<file path="config.mk">
export PLATFORM = sky130hd
export DESIGN_NAME = lcd_reader_flat
export DESIGN_NICKNAME = d
export VERILOG_FILES = /design/src/rtl/lcd_pkg.sv /design/src/rtl/lcd_reader_if.sv /design/src/rtl/lcd_rd_cycle.sv /design/src/rtl/lcd_reader.sv /design/src/flat_wrapper.sv
export SDC_FILE = /design/constraint.sdc
export NUM_CORES = 1
export LEC_CHECK = 0
export CORE_UTILIZATION = 57
export CTS_CLUSTER_DIAMETER = 120
export DETAILED_ROUTE_END_ITERATION = 16
export PLACE_DENSITY = 0.85
export SETUP_SLACK_MARGIN = 0.3
export SLEW_MARGIN = 20
export SYNTH_ARGS = -nofsm -noshare
export SYNTH_HDL_FRONTEND = slang
export SYNTH_SLANG_ARGS = --single-unit
</file>
<file path="constraint.sdc">
create_clock -name clk -period 3.9 [get_ports clk]
set_clock_uncertainty 0.05 [all_clocks]
set_input_delay 0.39 -clock clk [delete_from_list [all_inputs] [get_ports clk]]
set_output_delay 0.39 -clock clk [all_outputs]
set_load 0.02 [all_outputs]
</file>
<file path="src/rtl/lcd_pkg.sv">
// rtl/lcd_pkg.sv - LCD op/state encodings and default bus timing shared by reader and writer
package lcd_pkg;

    typedef enum logic [1:0] {
        OP_RD_BF   = 2'b00,
        OP_RD_DATA = 2'b01,
        OP_WAIT    = 2'b10,
        OP_ILLEGAL = 2'b11
    } lcd_op_t;

    typedef enum logic [2:0] {
        ST_IDLE   = 3'd0,
        ST_SETUP  = 3'd1,
        ST_E_HIGH = 3'd2,
        ST_HOLD   = 3'd3,
        ST_GAP    = 3'd4,
        ST_DONE   = 3'd5
    } lcd_state_t;

    localparam int T_AS_DEF     = 3;
    localparam int T_EH_DEF     = 12;
    localparam int T_AH_DEF     = 2;
    localparam int T_GAP_DEF    = 50;
    localparam int POLL_MAX_DEF = 4096;

    // One shared width for every phase timer, sized so the longest phase never wraps.
    function automatic int timer_width(input int a, input int b, input int c, input int d);
        int m;
        m = a;
        if (b > m) m = b;
        if (c > m) m = c;
        if (d > m) m = d;
        return $clog2(m + 1);
    endfunction

endpackage

</file>
<file path="src/rtl/lcd_reader_if.sv">
// rtl/lcd_reader_if.sv - request/response and LCD pin bundle of the LCD reader
interface lcd_reader_if;
    logic       req;
    logic [1:0] op;
    logic       ready;
    logic       rsp_valid;
    logic [7:0] rsp_data;
    logic       rsp_busy;
    logic [6:0] rsp_addr;
    logic       rsp_err;
    logic       rs;
    logic       rw;
    logic       ena;
    logic [7:0] dat_in;

    modport slave (
        input  req, op, dat_in,
        output ready, rsp_valid, rsp_data, rsp_busy, rsp_addr, rsp_err, rs, rw, ena
    );

    modport master (
        output req, op, dat_in,
        input  ready, rsp_valid, rsp_data, rsp_busy, rsp_addr, rsp_err, rs, rw, ena
    );
endinterface

</file>
<file path="src/rtl/lcd_rd_cycle.sv">
// rtl/lcd_rd_cycle.sv - one timed LCD read strobe (SETUP, E_HIGH, HOLD) with start/done
module lcd_rd_cycle
    import lcd_pkg::*;
#(
    parameter int T_AS = T_AS_DEF,
    parameter int T_EH = T_EH_DEF,
    parameter int T_AH = T_AH_DEF,
    parameter int CW   = timer_width(T_AS_DEF, T_EH_DEF, T_AH_DEF, T_GAP_DEF)
) (
    input  logic       clk,
    input  logic       rst_n,
    input  logic       start_i,
    input  logic       rs_i,
    input  logic [7:0] dat_i,
    output logic       rs_o,
    output logic       rw_o,
    output logic       ena_o,
    output logic       done_o,
    output logic [7:0] data_o
);

    localparam logic [CW-1:0] AS_LAST = CW'(T_AS - 1);
    localparam logic [CW-1:0] EH_LAST = CW'(T_EH - 1);
    localparam logic [CW-1:0] AH_LAST = CW'(T_AH - 1);

    lcd_state_t    state_q, state_d;
    logic [CW-1:0] cnt_q, cnt_d;
    logic          rs_q, rs_d;
    logic [7:0]    data_q, data_d;

    always_ff @(posedge clk or negedge rst_n) begin
        if (!rst_n) begin
            state_q <= ST_IDLE;
            cnt_q   <= '0;
            rs_q    <= 1'b0;
            data_q  <= 8'h00;
        end else begin
            state_q <= state_d;
            cnt_q   <= cnt_d;
            rs_q    <= rs_d;
            data_q  <= data_d;
        end
    end

    always_comb begin
        state_d = state_q;
        cnt_d   = cnt_q + 1'b1;
        rs_d    = rs_q;
        data_d  = data_q;
        done_o  = 1'b0;
        case (state_q)
            ST_IDLE: begin
                cnt_d = '0;
                if (start_i) begin
                    state_d = ST_SETUP;
                    rs_d    = rs_i;
                end
            end
            ST_SETUP: begin
                if (cnt_q == AS_LAST) begin
                    state_d = ST_E_HIGH;
                    cnt_d   = '0;
                end
            end
            ST_E_HIGH: begin
                // The panel's data is only trusted on the last cycle of the strobe.
                if (cnt_q == EH_LAST) begin
                    state_d = ST_HOLD;
                    cnt_d   = '0;
                    data_d  = dat_i;
                end
            end
            ST_HOLD: begin
                if (cnt_q == AH_LAST) begin
                    state_d = ST_IDLE;
                    cnt_d   = '0;
                    done_o  = 1'b1;
                end
            end
            default: begin
                state_d = ST_IDLE;
                cnt_d   = '0;
            end
        endcase
    end

    assign rw_o   = (state_q != ST_IDLE);
    assign rs_o   = rw_o & rs_q;
    assign ena_o  = (state_q == ST_E_HIGH);
    assign data_o = data_q;

endmodule

</file>
<file path="src/rtl/lcd_reader.sv">
// rtl/lcd_reader.sv - LCD read sequencer: status/data reads, busy-flag polling, inter-cycle gap
module lcd_reader
    import lcd_pkg::*;
#(
    parameter int T_AS     = T_AS_DEF,
    parameter int T_EH     = T_EH_DEF,
    parameter int T_AH     = T_AH_DEF,
    parameter int T_GAP    = T_GAP_DEF,
    parameter int POLL_MAX = POLL_MAX_DEF
) (
    input logic         clk,
    input logic         rst_n,
    lcd_reader_if.slave bus
);

    localparam int CW = timer_width(T_AS, T_EH, T_AH, T_GAP);
    localparam int PW = $clog2(POLL_MAX + 1);
    localparam logic [CW-1:0] GAP_LAST  = CW'(T_GAP - 1);
    localparam logic [PW-1:0] POLL_LAST = PW'(POLL_MAX - 1);

    logic [1:0]    rst_sync_q;
    logic          arst_n;

    lcd_state_t    state_q, state_d;
    lcd_op_t       op_q, op_d;
    lcd_op_t       req_op;
    logic [PW-1:0] poll_q, poll_d;
    logic [CW-1:0] gap_q, gap_d;
    logic          fin_q, fin_d;
    logic          rsp_valid_q, rsp_valid_d;
    logic [7:0]    rsp_data_q, rsp_data_d;
    logic          rsp_busy_q, rsp_busy_d;
    logic [6:0]    rsp_addr_q, rsp_addr_d;
    logic          rsp_err_q, rsp_err_d;

    logic          cyc_start;
    logic          cyc_rs;
    logic          cyc_done;
    logic [7:0]    cyc_data;

    // Assertion is immediate; release reaches the logic only after two clock edges.
    always_ff @(posedge clk or negedge rst_n) begin
        if (!rst_n) rst_sync_q <= 2'b00;
        else        rst_sync_q <= {rst_sync_q[0], 1'b1};
    end
    assign arst_n = rst_sync_q[1];

    assign req_op = lcd_op_t'(bus.op);

    lcd_rd_cycle #(
        .T_AS (T_AS),
        .T_EH (T_EH),
        .T_AH (T_AH),
        .CW   (CW)
    ) u_cycle (
        .clk     (clk),
        .rst_n   (arst_n),
        .start_i (cyc_start),
        .rs_i    (cyc_rs),
        .dat_i   (bus.dat_in),
        .rs_o    (bus.rs),
        .rw_o    (bus.rw),
        .ena_o   (bus.ena),
        .done_o  (cyc_done),
        .data_o  (cyc_data)
    );

    always_ff @(posedge clk or negedge arst_n) begin
        if (!arst_n) begin
            state_q     <= ST_IDLE;
            op_q        <= OP_RD_BF;
            poll_q      <= '0;
            gap_q       <= '0;
            fin_q       <= 1'b0;
            rsp_valid_q <= 1'b0;
            rsp_data_q  <= 8'h00;
            rsp_busy_q  <= 1'b0;
            rsp_addr_q  <= 7'h00;
            rsp_err_q   <= 1'b0;
        end else begin
            state_q     <= state_d;
            op_q        <= op_d;
            poll_q      <= poll_d;
            gap_q       <= gap_d;
            fin_q       <= fin_d;
            rsp_valid_q <= rsp_valid_d;
            rsp_data_q  <= rsp_data_d;
            rsp_busy_q  <= rsp_busy_d;
            rsp_addr_q  <= rsp_addr_d;
            rsp_err_q   <= rsp_err_d;
        end
    end

    // ST_SETUP here spans the whole read strobe; lcd_rd_cycle walks SETUP/E_HIGH/HOLD.
    always_comb begin
        state_d     = state_q;
        op_d        = op_q;
        poll_d      = poll_q;
        gap_d       = gap_q;
        fin_d       = fin_q;
        rsp_valid_d = 1'b0;
        rsp_data_d  = rsp_data_q;
        rsp_busy_d  = rsp_busy_q;
        rsp_addr_d  = rsp_addr_q;
        rsp_err_d   = rsp_err_q;
        cyc_start   = 1'b0;
        cyc_rs      = 1'b0;
        case (state_q)
            ST_IDLE: begin
                if (bus.req) begin
                    op_d   = req_op;
                    poll_d = '0;
                    gap_d  = '0;
                    fin_d  = 1'b0;
                    if (req_op == OP_ILLEGAL) begin
                        state_d = ST_DONE;
                    end else begin
                        state_d   = ST_SETUP;
                        cyc_start = 1'b1;
                        cyc_rs    = (req_op == OP_RD_DATA);
                    end
                end
            end
            ST_SETUP: begin
                if (cyc_done) begin
                    poll_d = poll_q + 1'b1;
                    if (op_q == OP_WAIT && cyc_data[7] && poll_q != POLL_LAST) state_d = ST_GAP;
                    else                                                       state_d = ST_DONE;
                end
            end
            ST_DONE: begin
                rsp_valid_d = 1'b1;
                fin_d       = 1'b1;
                if (op_q == OP_ILLEGAL) begin
                    rsp_err_d = 1'b1;
                    state_d   = ST_IDLE;
                end else begin
                    // A wait op that ends with the busy flag still set has run out of polls.
                    rsp_data_d = cyc_data;
                    rsp_busy_d = (op_q != OP_RD_DATA) && cyc_data[7];
                    rsp_addr_d = (op_q != OP_RD_DATA) ? cyc_data[6:0] : 7'h00;
                    rsp_err_d  = (op_q == OP_WAIT) && cyc_data[7];
                    state_d    = ST_GAP;
                end
            end
            ST_GAP: begin
                if (gap_q == GAP_LAST) begin
                    gap_d = '0;
                    if (fin_q) begin
                        state_d = ST_IDLE;
                    end else begin
                        state_d   = ST_SETUP;
                        cyc_start = 1'b1;
                        cyc_rs    = (op_q == OP_RD_DATA);
                    end
                end else begin
                    gap_d = gap_q + 1'b1;
                end
            end
            default: state_d = ST_IDLE;
        endcase
    end

    assign bus.ready     = (state_q == ST_IDLE);
    assign bus.rsp_valid = rsp_valid_q;
    assign bus.rsp_data  = rsp_data_q;
    assign bus.rsp_busy  = rsp_busy_q;
    assign bus.rsp_addr  = rsp_addr_q;
    assign bus.rsp_err   = rsp_err_q;

endmodule

</file>
<file path="src/flat_wrapper.sv">
// flat-port wrapper written by rule: the top's interface ports become plain ports
module lcd_reader_flat import lcd_pkg::*;
#(
    parameter int T_AS     = T_AS_DEF,
    parameter int T_EH     = T_EH_DEF,
    parameter int T_AH     = T_AH_DEF,
    parameter int T_GAP    = T_GAP_DEF,
    parameter int POLL_MAX = POLL_MAX_DEF
)
  (clk, rst_n, bus_req, bus_op, bus_dat_in, bus_ready, bus_rsp_valid, bus_rsp_data, bus_rsp_busy, bus_rsp_addr, bus_rsp_err, bus_rs, bus_rw, bus_ena);
  lcd_reader_if bus_i ();
  input logic clk;
  input logic rst_n;
  input wire logic [$bits(bus_i.req)-1:0] bus_req;
  input wire logic [$bits(bus_i.op)-1:0] bus_op;
  input wire logic [$bits(bus_i.dat_in)-1:0] bus_dat_in;
  output wire logic [$bits(bus_i.ready)-1:0] bus_ready;
  output wire logic [$bits(bus_i.rsp_valid)-1:0] bus_rsp_valid;
  output wire logic [$bits(bus_i.rsp_data)-1:0] bus_rsp_data;
  output wire logic [$bits(bus_i.rsp_busy)-1:0] bus_rsp_busy;
  output wire logic [$bits(bus_i.rsp_addr)-1:0] bus_rsp_addr;
  output wire logic [$bits(bus_i.rsp_err)-1:0] bus_rsp_err;
  output wire logic [$bits(bus_i.rs)-1:0] bus_rs;
  output wire logic [$bits(bus_i.rw)-1:0] bus_rw;
  output wire logic [$bits(bus_i.ena)-1:0] bus_ena;
  assign bus_i.req = bus_req;
  assign bus_i.op = bus_op;
  assign bus_i.dat_in = bus_dat_in;
  assign bus_ready = bus_i.ready;
  assign bus_rsp_valid = bus_i.rsp_valid;
  assign bus_rsp_data = bus_i.rsp_data;
  assign bus_rsp_busy = bus_i.rsp_busy;
  assign bus_rsp_addr = bus_i.rsp_addr;
  assign bus_rsp_err = bus_i.rsp_err;
  assign bus_rs = bus_i.rs;
  assign bus_rw = bus_i.rw;
  assign bus_ena = bus_i.ena;
  lcd_reader #(.T_AS(T_AS), .T_EH(T_EH), .T_AH(T_AH), .T_GAP(T_GAP), .POLL_MAX(POLL_MAX)) u_core (.clk(clk), .rst_n(rst_n), .bus(bus_i));
endmodule
</file>
; Yosys cells after proc, flatten, opt, wreduce, memory -nomap -nowiden
; Cells that the tools add are included.
[word_totals]
elab_cells = 102
input_bits = 13
out_inout_bits = 22
ff_bits = 63
[op_classes]
n_eq_ne = 24
n_bitwise = 2
addsub = 3
muxes = 40
n_reduce_logical = 18
[ops]
columns = op, count
row1 = 6-bit 2-to-1 mux, 5
row2 = 3-bit 2-to-1 mux, 9
row3 = 13-bit 2-to-1 mux, 2
row4 = 13-bit case mux with 2 select lines, 1
row5 = 3-bit case mux with 4 select lines, 2
row6 = 6-bit case mux with 3 select lines, 1
row7 = 1-bit 2-to-1 mux, 15
row8 = 13-bit by 1-bit adder with 13-bit output (second input constant), 1
row9 = 13-bit by 12-bit != test with 1-bit output (second input constant), 1
row10 = 6-bit by 1-bit adder with 6-bit output (second input constant), 2
row11 = 6-bit case mux with 2 select lines, 1
row12 = 2-bit AND reduction, 6
row13 = 2-bit by 1-bit != test with 1-bit output (second input constant), 5
row14 = 7-bit 2-to-1 mux, 1
row15 = 2-bit == test (second input constant), 3
row16 = 3-bit by 1-bit == test with 1-bit output (second input constant), 2
row17 = 3-bit by 2-bit == test with 1-bit output (second input constant), 2
row18 = 3-bit == test (second input constant), 2
row19 = 6-bit by 1-bit == test with 1-bit output (second input constant), 1
row20 = 6-bit by 2-bit == test with 1-bit output (second input constant), 1
row21 = 6-bit by 4-bit == test with 1-bit output (second input constant), 1
row22 = 6-bit == test (second input constant), 1
row23 = 3-bit zero test, 2
row24 = 2-bit != test (second input constant), 3
row25 = 9 further kinds, 17

; Logic depth before layout (Yosys ltp)
; Gate-level depths: netlist (run 1).
[depth]
ltp_word = 6
depth_mapped = 6
ltp_nobuf = 6

; Cells and area by module
; From an unflattened synthesis (run 1), not the netlist that was laid out.
[unflattened]
cells_unflattened = 273
hier_area_um2 = 2997.9
[modules_own_cells]
columns = module, area_each_um2, cells_each, instances
row1 = lcd_reader, 2132.0, 205, 1
row2 = lcd_rd_cycle, 865.8, 68, 1

; Least setup slack after synthesis (run 1)
; Ideal clock, no wire load.
[synth_path]
path_type = register to register
from = register u_core.u_cycle.cnt_q[5]
to = register u_core.poll_q[9]
setup_slack_ps = 1701
required_ps = 3784
stages_incl_launch_ff = 6
arrival_time_ps = 2083
n_path_buf = 1
path_cell_list = dfrtp_1 -> or4_1 -> buf_2 -> or4_4 -> or4_1 -> nand2_1
[synth_between]
elab_chain_len = 5
[synth_rtl]
columns = element, line
row1 = "start, declared", lcd_rd_cycle.sv:27  ; logic [CW-1:0] cnt_q, cnt_d;
row2 = "start signal, assigned", lcd_rd_cycle.sv:39  ; cnt_q <= cnt_d;
row3 = 6-bit by 1-bit == test with 1-bit output, lcd_rd_cycle.sv:74  ; if (cnt_q == AH_LAST) begin
row4 = 1-bit 2-to-1 mux, lcd_rd_cycle.sv:74
row5 = 1-bit 2-to-1 mux, lcd_rd_cycle.sv:51  ; case (state_q)
row6 = 2-bit by 1-bit != test with 1-bit output (no source line), --
row7 = 3-bit AND reduction (no source line), --
row8 = "end signal, assigned", lcd_reader.sv:83  ; poll_q <= poll_d;
row9 = "end, declared", lcd_reader.sv:27  ; logic [PW-1:0] poll_q, poll_d;
; Every way passes these cells.
; A chain may end at the register's enable or synchronous reset.

; Worst setup path in the final report (run 1)
[layout_path]
from = register u_core.u_cycle.cnt_q[5]
to = register u_core.poll_q[8]
; The elaborated chain is that of the path after synthesis.

==> results.ini, run 1 <==
[pwr]
ir_drop_uv=450
leakagePower_nw=1.52
powerDensity_nw_per_um2=692

[setup_path]
slowest_stage=nor4_1
cp-endpoint=u_core.poll_q[8]
worstPathRequired_ps=4080
r2r_slack_ps=1360
cp-start-kind=flip-flop
path_depth=4
crit_fanout=10
cp_cell_sequence=or4_1 > nor4_1 > a21oi_1 > a31o_2
critPathBufInv=0
cpPeakStageDelay_ps=840
arrival_ps=2720
path_delay_family=simple AND/OR/NAND/NOR gates
startpoint=u_core.u_cycle.cnt_q[5]
critPathKind=flip-flop to flip-flop
crit_path_end_kind=flip-flop
r2r-start=u_core.u_cycle.cnt_q[5]
ff2ff_path_depth=4
r2r-end=u_core.poll_q[8]

[synthesis]
yosys.area_share.simple=0.159
netlist_instances=258
syn_avg_cell_area_um2=11.0
synthFlopType=dfrtp_1
synth_edf_count=0
async_flop_share=1.00
synth_area_um2=2850
ys_types=42
synth_top_family_by_area=simple AND/OR/NAND/NOR gates
synth_xor_area_frac=0.0369
muxShareOfSynthArea=0.0778
synth_warnings=0
synth_fa_ha_area_frac=0.0527
ys_seq_area_frac=0.536
synth.ff_latch_count=61
synth-compound-area-share=0.112
syn_nets=283

[grt]
grt.met3_usage=0.0594
busiest_layer=met2
grt_max_degree=37
grt_pass1_wl_um=9830
use_met1=0.337
grt_overflow_total=0
grt_antenna_before_repair=0
grt_pass1_vias=2035
gr-usage-all-layers=0.250
grt_use_met2=0.378

[timing]
fin_crit_sh=0.651
tns_ps=0
slew_viol_final=0
finalSetupViolCount=0
finalHoldViolCount=0
fmax_mhz=394
rsz0062_at_grt=false
relSlewSlack=0.399
tightest_slew_ps=894
fin_crit_ps=2540

[placed_design]
gp_congestion=0.815
io_buffers=34
place_hpwl_um=3820

[layout]
utilization=0.722
final_cell_mix=dfrtp_1 (60), clkdlybuf4s50_1 (34), nand2_1 (30), nor2_1 (20), mux2_2 (17)
final_nets=323
final_common_cell=dfrtp_1
multi_input_area_um2=1250
fillers=351
syn_to_final_growth_pct=20.6
layout-drive-gt1-share=0.135
seq_area_um2=1530
diodes=0

[route]
avgRoutedWirePerCell_um=15.4
drt_wl_total_um=5690
drtIter0Drc=151
dr_total_vias=2114
vias_per_cell=5.71
ant_nets=0
firstDrtPassIters=5
drcViolationCount=0

[die]
num_io_pins=35
row_count=25
design.die.area_um2=5280
fp.dieW_um=72.7
die_h_um=72.7
coreArea_um2=4750
initial_core_util=0.599

[clock_network]
cts_buffers=9
cts_setup_buffers=0
clk_pin_slew_worst_paths_ps=70
cts-resized-gates=0
h-tree-depth=3
clk_latency_ps=340
cts_buffer_depth=2
hold_buffers=0
clkSinkCount=61
cts_tree=built
cts_root_buffer=clkbuf_8

[flow_run]
maxCapViolations=0

[run_status]
status=finished, final reports clean

[worst_hold_path]
hold_path.class=input pin to async pin

layout make-up:
class,count,share of cell area
Inverter,12,0.0131
Timing Repair Buffer,35,0.101
Tap cell,67,0.0244
Clock buffer,10,0.0401
Sequential cell,61,0.445
Clock inverter,6,0.0113
Multi-Input combinational cell,179,0.365
Yosys cell counts (2+ instances only):
cell | number | area (um2)
dfrtp_1 | 61 | 1530
nand2_1 | 30 | 113
nor2_1 | 20 | 75.1
mux2_2 | 17 | 191
ha_1 | 12 | 150
inv_1 | 12 | 45.0
o21ai_0 | 11 | 55.1
a22o_1 | 9 | 78.8
xnor2_1 | 7 | 61.3
nand3_1 | 6 | 30.0
nor4_1 | 6 | 37.5
a21oi_1 | 5 | 25.0
clkbuf_1 | 5 | 18.8
xor2_1 | 5 | 43.8
a31o_2 | 4 | 35.0
and3_1 | 4 | 25.0
nor2b_1 | 4 | 25.0
o21bai_1 | 4 | 30.0
or4_1 | 4 | 30.0
a31oi_1 | 3 | 18.8
mux2i_1 | 3 | 30.0
nand4_1 | 2 | 12.5
nand4b_1 | 2 | 17.5
o211ai_1 | 2 | 15.0
o22ai_1 | 2 | 12.5
or4bb_1 | 2 | 22.5
logic make-up after synthesis:
logic type	Yosys count
adder cells (fa/ha/maj)	12
other	1
buffers and inverters	18
flip-flops	61
multiplexers	20
XOR/XNOR	12
AND/OR/NAND/NOR	88
AO/OA/AOI/OAI	46
worst reg2reg max path, stage by stage, from the launching register on:
cell,delay [ps]
dfrtp_1,420
or4_1,720
nor4_1,840
a21oi_1,160
a31o_2,250
worst min-delay path by stage:
stage | start | depth (start not counted) | slack, ps | endpoint
finish | rst_n | 1 | 170 | u_core.rst_sync_q[0]
CTS | rst_n | 1 | 160 | u_core.rst_sync_q[0]
floorplan | rst_n | 0 | 40 | u_core.rst_sync_q[0]
detailed placement | u_core.rst_sync_q[1] | 0 | 220 | u_core.u_cycle.cnt_q[4]
global placement | u_core.rst_sync_q[1] | 0 | 210 | u_core.u_cycle.cnt_q[2]
global route | rst_n | 1 | 160 | u_core.rst_sync_q[0]
power breakdown:
group	total, mW	internal [mW]	switching, mW
registers	0.972	0.806	0.165
logic	0.904	0.435	0.469
clock network	0.498	0.245	0.253
total	2.37	1.49	0.887
flip-flops by register name, summed over array words and instances, names as in the netlist:
name / count
u_core.bus.rsp_addr: 7
u_core.bus.rsp_busy: 1
u_core.bus.rsp_data: 8
u_core.bus.rsp_err: 1
u_core.bus.rsp_valid: 1
u_core.fin_q: 1
u_core.gap_q: 6
u_core.op_q: 2
u_core.poll_q: 13
u_core.rst_sync_q: 2
u_core.state_q: 2
u_core.u_cycle.cnt_q: 6
u_core.u_cycle.data_o: 8
u_core.u_cycle.rs_q: 1
u_core.u_cycle.state_q: 2
metal layers:
metal	routed length, um	share of wire	vias to the layer above
li1	-	-	1001
met1	2640	0.46	1057
met4	122	0.021	0
met5	0	0	-
met3	214	0.038	14
met2	2710	0.48	42
stage by stage:
| stage | setup WS, ps | hold WS (ps) | instances | total power, mW | instance area (um2) |
|---|---|---|---|---|---|
| floorplan | 1700 | 44.4 | 258 | 1.52 | 2850 |
| global placement | 1510 | 208 | 354 | 1.84 | 3260 |
| detailed placement | 1460 | 217 | 354 | 1.87 | 3260 |
| CTS | 1460 | 157 | 370 | 2.38 | 3430 |
| global route | 1280 | 155 | 370 | 2.53 | 3430 |
| finish | 1360 | 170 | 370 | 2.37 | 3430 |
No activity file was read; power rests on OpenSTA's default activity.
==> inputs of run 2 (changes only) <==
--- a/config.mk
+++ b/config.mk
@@ -5,10 +5,10 @@
 export SDC_FILE = /design/constraint.sdc
 export NUM_CORES = 1
 export LEC_CHECK = 0
-export CORE_UTILIZATION = 57
+export CORE_UTILIZATION = 50
 export CTS_CLUSTER_DIAMETER = 120
 export DETAILED_ROUTE_END_ITERATION = 16
-export PLACE_DENSITY = 0.85
+export PLACE_DENSITY = 0.8
 export SETUP_SLACK_MARGIN = 0.3
 export SLEW_MARGIN = 20
 export SYNTH_ARGS = -nofsm -noshare
==> constraint.sdc (replaced) <==
create_clock -name clk -period 2.28 [get_ports clk]
set_clock_uncertainty 0.05 [all_clocks]
set_input_delay 0.228 -clock clk [delete_from_list [all_inputs] [get_ports clk]]
set_output_delay 0.228 -clock clk [all_outputs]
set_load 0.02 [all_outputs]
==> run 2 against run 1 <==
Effect of this change: cell area rose by 6.7%; critical path depth grew 1; cell count is 5.4% higher; combinational power is 80% higher; maximum frequency up 26%; setup slack worse by 1100 ps; worst hold slack better by 79 ps; non-clock buffer count increased by 15; sequential share of layout area shrank 2.8 points; register-to-register slack got worse by 1100 ps; routed wire length hardly changed; largest power group unchanged; highest routed layer unchanged.
==> results.ini, run 2 (synthesis results as in run 1) <==
[run_status]
status=finished, final reports clean

[timing]
setup_ws_ps=270  ; -1090 ps
fmax_mhz=498  ; +26%
relSlewSlack=0.567  ; +0.168
rsz0062_at_grt=true
finalHoldViolCount=0  ; unchanged
fin_crit_sh=0.882  ; +0.231
tns_ps=0  ; unchanged
slew_viol_final=0  ; unchanged
finalSetupViolCount=0  ; unchanged
fin_crit_ps=2010  ; -528 ps
tightest_slew_ps=650  ; -244 ps

[grt]
grt_pass1_vias=2064  ; +1.4%
grt_pass1_wl_um=9780  ; -0.56%
grt_overflow_total=0  ; unchanged
gr-usage-all-layers=0.213  ; -0.0371
grt_max_degree=32  ; -14%
grt_antenna_before_repair=0  ; unchanged

[setup_path]
cp-start-kind=flip-flop
r2r_slack_ps=270  ; -1090 ps
ff2ff_path_depth=5  ; +1
crit_path_end_kind=flip-flop
slowest_stage=or4_4
cpPeakStageDelay_ps=560  ; -280 ps
critPathBufInv=1  ; +1
crit_fanout=8  ; -2
arrival_ps=2180  ; -540 ps
r2r-start=u_core.u_cycle.cnt_q[4]
r2r-end=u_core.u_cycle.state_q[1]
cp_cell_sequence=or4_4 > buf_6 > o21ai_0 > o2111ai_2 > mux2_2
path_delay_family=simple AND/OR/NAND/NOR gates
worstPathRequired_ps=2450  ; -1630 ps
critPathKind=flip-flop to flip-flop

[layout]
fillers=411  ; +17%
final_cell_mix=dfrtp_1 (60), clkdlybuf4s50_1 (30), nand2_1 (29), nor2_1 (20), mux2_2 (17)
syn_to_final_growth_pct=28.7
layout-drive-gt1-share=0.198  ; +0.0628
final_nets=338  ; +4.6%
diodes=0  ; unchanged
regMostFlops=u_core.poll_q
largest_reg_flops=13  ; unchanged
fin_area_um2=3660  ; +6.7%
final_common_cell=dfrtp_1

[clock_network]
cts_buffer_depth=2  ; unchanged
cts_root_buffer=clkbuf_8
cts_buffers=9  ; unchanged
clkSinkCount=61  ; unchanged
cts_tree=built
clk_latency_ps=340  ; about the same
h-tree-depth=3  ; unchanged
clk_pin_slew_worst_paths_ps=60  ; about the same

[route]
ant_nets=0  ; unchanged
dr_total_vias=2097  ; -0.80%
drcViolationCount=0  ; unchanged
vias_per_cell=5.38  ; -5.9%
avgRoutedWirePerCell_um=14.6  ; -5.2%
firstDrtPassIters=4  ; -1
drtIter0Drc=146  ; -3.3%
drt_wl_total_um=5680  ; about the same

[placed_design]
io_buffers=34  ; unchanged
place_area_um2=3360  ; +3.1%
dp_worst_setup_slack_ps=165  ; -1290 ps
place_hpwl_um=3860  ; +1.2%
gp_congestion=0.790  ; -3.0%

[die]
die_h_um=77.5  ; +6.6%
fp.dieW_um=77.5  ; +6.6%
coreArea_um2=5510  ; +16%
row_count=27  ; +8.0%
initial_core_util=0.517  ; -0.0818
num_io_pins=35  ; unchanged
design.die.area_um2=6000  ; +14%

[pwr]
powerDensity_nw_per_um2=1170  ; +69%
ir_drop_uv=702  ; +56%
leakagePower_nw=1.63  ; +7.5%

[worst_hold_path]
hold_path.class=flip-flop to async pin

[flow_run]
maxCapViolations=0  ; unchanged

[run 2: cell count changes in the layout (fill, tap and decap cells not counted), moves of 2 or more]
| cell | delta |
|---|---|
| buf_4 | +12 |
| clkbuf_8 | +2 |
| clkdlybuf4s50_1 | -4 |
| clkinv_2 | -2 |
| dlygate4sd2_1 | +4 |
[run 2: layer usage]
metal  share of wire  global-route usage  wire [um]
met5               0                   0          0
met4           0.018               0.108        104
met3           0.038              0.0447        216
met2            0.50               0.341       2840
met1            0.44               0.274       2520
[run 2: worst max-delay path by stage]
stage                                 start                         to  slack, ps  cells past startpoint
floorplan           u_core.u_cycle.cnt_q[2]           u_core.poll_q[9]        170                      5
detailed placement                  bus_req  u_core.u_cycle.state_q[1]        160                      5
finish              u_core.u_cycle.cnt_q[4]  u_core.u_cycle.state_q[1]        270                      5
global route        u_core.u_cycle.cnt_q[4]  u_core.u_cycle.state_q[1]        230                      5
CTS                         u_core.gap_q[1]  u_core.u_cycle.state_q[1]        220                      6
global placement                    bus_req  u_core.u_cycle.state_q[1]        180                      5
[run 2: worst register-to-register path, cell delays in order (launching register included)]
cell and delay, ps:
dfrtp_1 380, or4_4 560, buf_6 150, o21ai_0 260, o2111ai_2 190, mux2_2 300
[run 2: final cells by class]
| cell class | instances | area [um2] | area share |
|---|---|---|---|
| clock inverter | 3 | 42.5 | 0.0116 |
| sequential | 61 | 1530 | 0.417 |
| multi-input combinational | 179 | 1310 | 0.359 |
| inverter | 12 | 45.0 | 0.0123 |
| timing repair buffer | 50 | 474 | 0.129 |
| clock buffer | 13 | 169 | 0.0461 |
| tap | 72 | 90.1 | 0.0246 |
[run 2: per-stage QoR]
step	utilization	instances	total power, mW	hold slack [ps]
2_1_floorplan	-	258	2.60	-118
3_3_place_gp	0.609	369	3.20	270
3_5_place_dp	0.609	369	3.25	273
4_1_cts	0.653	387	4.24	271
5_1_grt	0.665	390	4.54	307
6_report	0.665	390	4.28	249
[run 2: repair_timing]
item	4_1_cts	5_1_grt
hold buffers	1	0
setup buffers	1	3
endpoints found under the setup margin	9	18
hold endpoints to repair	2	0
pin swaps	0	2
gates resized for setup	7	9
[run 2: report_power, final]
part | internal, mW | switching [mW]
combinational | 0.793 | 0.835
clock | 0.593 | 0.415
sequential | 1.38 | 0.266
